===== src/rtl/shift_ram_ctrl.sv =====
// Load/stream sequencer for the 16-bit shift RAM that holds the image and weight buffer.
// Writes DEPTH words from an upstream valid/ready source, then replays them through a
// 2-entry skid FIFO that absorbs the RAM read latency and downstream backpressure.
module shift_ram_ctrl #(
  parameter int unsigned DEPTH = 156800,
  parameter int unsigned AW    = 18,
  parameter int unsigned DW    = 16
) (
  input  logic          clk,
  input  logic          rst,
  input  logic          load_start,
  input  logic          in_valid,
  output logic          in_ready,
  input  logic [DW-1:0] in_data,
  input  logic          stream_start,
  output logic          out_valid,
  input  logic          out_ready,
  output logic [DW-1:0] out_data,
  output logic          out_last,
  output logic          busy,
  output logic          loaded,
  output logic          done,
  output logic          ram_en,
  output logic          ram_we,
  output logic [AW-1:0] ram_addr,
  output logic [DW-1:0] ram_wdata,
  input  logic [DW-1:0] ram_rdata
);

  localparam logic [AW-1:0] DEPTH_W = AW'(DEPTH);
  localparam logic [AW-1:0] LAST_W  = AW'(DEPTH - 1);

  typedef enum logic [2:0] {
    S_IDLE,
    S_LOAD,
    S_LOADED,
    S_STREAM,
    S_DRAIN,
    S_SPENT
  } state_t;

  state_t        state;
  state_t        state_nxt;

  logic [AW-1:0] wr_cnt;
  logic [AW-1:0] rd_issued;
  logic [AW-1:0] rd_acc;
  logic          inflight;
  logic          done_q;

  logic [DW-1:0] fifo_mem [2];
  logic          fifo_wp;
  logic          fifo_rp;
  logic [1:0]    fifo_cnt;

  logic          wr_fire;
  logic          rd_issue;
  logic          push;
  logic          pop;
  logic          last_pop;
  logic [2:0]    occ_after_pop;

  // Handshake and read-issue qualifiers; the issue check counts this cycle's pop so the
  // FIFO can be refilled while it drains, which keeps streaming at one word per cycle.
  always_comb begin
    wr_fire       = (state == S_LOAD) && in_valid;
    push          = inflight;
    pop           = (fifo_cnt != 2'd0) && out_ready;
    last_pop      = pop && (rd_acc == LAST_W);
    occ_after_pop = 3'(fifo_cnt) + 3'(inflight) - 3'(pop);
    rd_issue      = (state == S_STREAM) && (rd_issued != DEPTH_W) && (occ_after_pop < 3'd2);
  end

  // State register
  always_ff @(posedge clk or negedge rst) begin
    if (!rst) begin
      state <= S_IDLE;
    end else begin
      state <= state_nxt;
    end
  end

  // Next-state logic; start pulses outside their home state fall through unused
  always_comb begin
    state_nxt = state;
    case (state)
      S_IDLE:   if (load_start) state_nxt = S_LOAD;
      S_LOAD:   if (wr_fire && (wr_cnt == LAST_W)) state_nxt = S_LOADED;
      S_LOADED: if (stream_start) state_nxt = S_STREAM;
      S_STREAM: if (rd_issued == DEPTH_W) state_nxt = S_DRAIN;
      S_DRAIN:  if (last_pop && (fifo_cnt == 2'd1) && !inflight) state_nxt = S_SPENT;
      S_SPENT:  state_nxt = S_SPENT;
      default:  state_nxt = S_IDLE;
    endcase
  end

  // Output decode; RAM strobes follow the accepted write or the issued read
  always_comb begin
    in_ready  = 1'b0;
    ram_en    = 1'b0;
    ram_we    = 1'b0;
    ram_addr  = '0;
    ram_wdata = '0;
    busy      = 1'b0;
    loaded    = 1'b0;
    out_valid = 1'b0;
    out_data  = '0;
    out_last  = 1'b0;
    done      = done_q;

    in_ready  = (state == S_LOAD);
    busy      = (state == S_LOAD) || (state == S_STREAM) || (state == S_DRAIN);
    loaded    = (state == S_LOADED);

    if (wr_fire) begin
      ram_en    = 1'b1;
      ram_we    = 1'b1;
      ram_addr  = wr_cnt;
      ram_wdata = in_data;
    end else if (rd_issue) begin
      ram_en    = 1'b1;
    end

    out_valid = (fifo_cnt != 2'd0);
    if (out_valid) begin
      out_data = fifo_mem[fifo_rp];
      out_last = (rd_acc == LAST_W);
    end
  end

  // Pass counters, read-latency tracker and completion pulse
  always_ff @(posedge clk or negedge rst) begin
    if (!rst) begin
      wr_cnt    <= '0;
      rd_issued <= '0;
      rd_acc    <= '0;
      inflight  <= 1'b0;
      done_q    <= 1'b0;
    end else begin
      if (wr_fire) wr_cnt <= wr_cnt + AW'(1);
      if (rd_issue) rd_issued <= rd_issued + AW'(1);
      if (pop) rd_acc <= rd_acc + AW'(1);
      inflight <= rd_issue;
      done_q   <= (state == S_DRAIN) && (state_nxt == S_SPENT);
    end
  end

  // Two-entry skid FIFO fed by the registered RAM read data
  always_ff @(posedge clk or negedge rst) begin
    if (!rst) begin
      fifo_mem[0] <= '0;
      fifo_mem[1] <= '0;
      fifo_wp     <= 1'b0;
      fifo_rp     <= 1'b0;
      fifo_cnt    <= 2'd0;
    end else begin
      if (push) begin
        fifo_mem[fifo_wp] <= ram_rdata;
        fifo_wp           <= ~fifo_wp;
      end
      if (pop) fifo_rp <= ~fifo_rp;
      fifo_cnt <= fifo_cnt + 2'(push) - 2'(pop);
    end
  end

endmodule

===== config.mk =====
export PLATFORM = sky130hd
export DESIGN_NAME = shift_ram_ctrl
export DESIGN_NICKNAME = d
export VERILOG_FILES = /design/src/rtl/shift_ram_ctrl.sv
export SDC_FILE = /design/constraint.sdc
export NUM_CORES = 1
export LEC_CHECK = 0
export CORE_MARGIN = 5
export CORE_UTILIZATION = 56
export DETAILED_ROUTE_END_ITERATION = 12
export PLACE_DENSITY_LB_ADDON = 0.15
export SYNTH_ARGS = -nofsm -noshare
export SYNTH_HDL_FRONTEND = slang
export SYNTH_SLANG_ARGS = --single-unit

===== constraint.sdc =====
create_clock -name clk -period 7.95 [get_ports clk]
set_input_delay 1.59 -clock clk [delete_from_list [all_inputs] [get_ports clk]]
set_output_delay 1.59 -clock clk [all_outputs]
set_load 0.02 [all_outputs]

==> results.json <==
{
  "outcome": "finished, final reports clean",
  "grt_pass1_wl_mm": 16.5,
  "hold_depth": 1,
  "ir_drop_mv": 0.232,
  "synth_cell_types": 42,
  "drc_errors": 0,
  "wl_met1_mm": 4.17,
  "synth_warnings": 0,
  "synth_area_leaders": "dfrtp_1 (51%), mux2_2 (7.9%), xnor2_1 (6.2%), and2_1 (4.7%), xor2_1 (3.9%)",
  "hold_viol_final": 0,
  "reg2reg_depth": 12,
  "ys_seq_elements": 95,
  "slew_viol_final": 0,
  "reg2reg_slack_ns": 4.54,
  "topRoutingLayerUsed": "met4",
  "clockRootBuffer": "clkbuf_8",
  "route.met2.wl_mm": 4.77,
  "numClockSinks": 95,
  "synth_edf_count": 0,
  "avgSynthCellArea_um2": 11.1,
  "min_to": "rd_issued[17]",
  "coreArea_um2": 8180,
  "skew_ns": 0.0110,
  "synth_top_area_cell": "dfrtp_1",
  "grt_usage": 0.203,
  "period_needed_ns": 6.55,
  "die_h_um": 101,
  "diodes": 0,
  "cts_buffers": 9,
  "fin_cells": 628,
  "power.leakage_uw": 0.00266,
  "total_power_uw": 1750,
  "rsz0062_at_grt": "no",
  "max-slew-margin-rel": 0.372,
  "synth_top_area_share": 0.507,
  "yosys_most_used_dff": "dfrtp_1",
  "end_kind": "output pin",
  "synth_most_common_cell": "dfrtp_1",
  "crit_path_start_kind": "primary input",
  "drive_gt1_frac": 0.122,
  "grt.overflow.total": 0,
  "timing.final.crit_share": 0.824,
  "postCtsSetupBuffers": 0,
  "fin_area_um2": 5940,
  "clockBufferDepth": 2,
  "postSynthCellCount": 422,
  "tritoncts": "yes",
  "ant_nets": 0,
  "setup_viol": 0,
  "setup-tns-final_ns": 0,
  "crit_path_cell_trace": "clkdlybuf4s50_1, o21ai_1, inv_1, ha_1, inv_1, ha_1, inv_1, fa_1, nand2_1, nor3_4, o31ai_4, nand2b_1, clkdlybuf4s50_1",
  "fmax_mhz": 153,
  "critPathSlowestCell": "clkdlybuf4s50_1",
  "drt-initial-drc-count": 111,
  "start_util": 0.573,
  "gp_congestion": 0.846,
  "die_w_um": 101,
  "clock_latency_ns": 0.37,
  "worst_pin_slew_ns": 0.942,
  "area_growth_pct": 26.6,
  "r2r_end": "rd_issued[15]",
  "synth-async-reset-ratio": 1.00,
  "io_pins": 96,
  "vias_per_cell": 5.37,
  "num_rows": 33,
  "io_buffers": 95,
  "cp_common_cell": "inv_1",
  "clk_pin_slew_ns": 0.09,
  "final_util": 0.726,
  "worstPathMaxFanout": 8,
  "cap_violations": 0,
  "worstPathArrival_ns": 4.96,
  "synth_area_um2": 4690,
  "dpl.cell_count": 612,
  "worstSetupPathType": "primary input to output pin",
  "p_per_area_nw_per_um2": 295,
  "syn-num-nets": 467,
  "routed-wl-met3_um": 466,
  "grt_pass1_vias": 3398,
  "worst_path_largest_cell_delay_ns": 0.61,
  "ctsResizeCount": 0,
  "worstReg2RegStart": "fifo_cnt[1]",
  "hp-class": "flip-flop to flip-flop",
  "design.die.area_um2": 10300,
  "cts_hold_buffers": 0,
  "htreeDepth": 3,
  "cp.required_ns": 6.36,
  "synth_seq_area_share": 0.507,
  "dpl.hpwl_mm": 7.03,
  "grt_max_degree": 52,
  "hp-start": "rd_issued[17]",
  "nets": 563,
  "drt_pass1_iterations": 4,
  "synth_commonest_cells": "dfrtp_1 (95), nor2_1 (46), and2_1 (35)",
  "num_vias": 3375,
  "wirelength_mm": 9.61,
  "place_area_um2": 5730,
  "routedWlPerCell_um": 15.3,
  "antenna_found_initial": 0
}
[metrics by stage]
step                      worst slack, ns  hold WS, ns
after floorplan                      2.62        0.438
after global placement               1.51        0.454
after detailed placement             1.41        0.469
after CTS                            1.40        0.487
after global routing                 1.09        0.500
final                                1.40        0.485
[layer usage]
metal	GRT usage	vias to the layer above
li1	-	1615
met5	0	-
met4	0.0869	0
met3	0.0379	15
met2	0.326	69
met1	0.271	1676
[final cells by class]
class	count	area, um^2
Fill cell	605	2240
Clock buffer	9	124
Tap cell	105	131
Timing Repair Buffer	98	971
Sequential cell	95	2380
Inverter	12	45.0
Multi-Input combinational cell	302	2200
Clock inverter	7	85.1
[placed cells by master, fill, tap and decap left out, types with 12 or more instances in the layout]
cell,count
nor2_1,46
clkdlybuf4s50_1,94
and2_1,35
mux2i_1,17
xor2_1,21
nand3_1,21
inv_1,12
dfrtp_1,95
mux2_2,33
nand2_1,28
nand4_1,15
xnor2_1,33
[sequential cells by signal, indices dropped and copies added (netlist names)]
register / flops
done: 1
wr_cnt: 18
fifo_rp: 1
state: 3
inflight: 1
fifo_wp: 1
fifo_cnt: 2
rd_acc: 18
rd_issued: 18
fifo_mem: 32
[how the worst max path moves through the flow]
stage / depth (start not counted) / from / endpoint / slack, ns
detailed placement: 13 / out_ready / ram_en / 1.41
finish: 13 / out_ready / ram_en / 1.40
global placement: 13 / out_ready / ram_en / 1.51
CTS: 13 / out_ready / ram_en / 1.40
global route: 13 / out_ready / ram_en / 1.09
floorplan: 11 / out_ready / ram_en / 2.62
[where the power goes]
group	switching (uW)	total, uW	internal [uW]
Clock	180	332	152
Sequential	110	722	612
Combinational	333	697	364
Total	623	1750	1130
[critical path: cells and delay by family]
kind                       cells  cell delay (ns)
and+or+nand+nor                3             0.57
AOI/OAI and AO/OA              2             0.52
adders and majority gates      3             0.94
buffers and inverters          5             1.33
[kinds of logic after synthesis]
family          count (synthesis)  synth area share
simple gates                  183             0.218
xor+xnor                       54             0.101
buf+inv                        25            0.0232
fa+ha+maj                       7            0.0203
mux                            51             0.119
compound gates                  7            0.0123
flops                          95             0.507
Note: power is estimated with default switching activity, not from simulation.
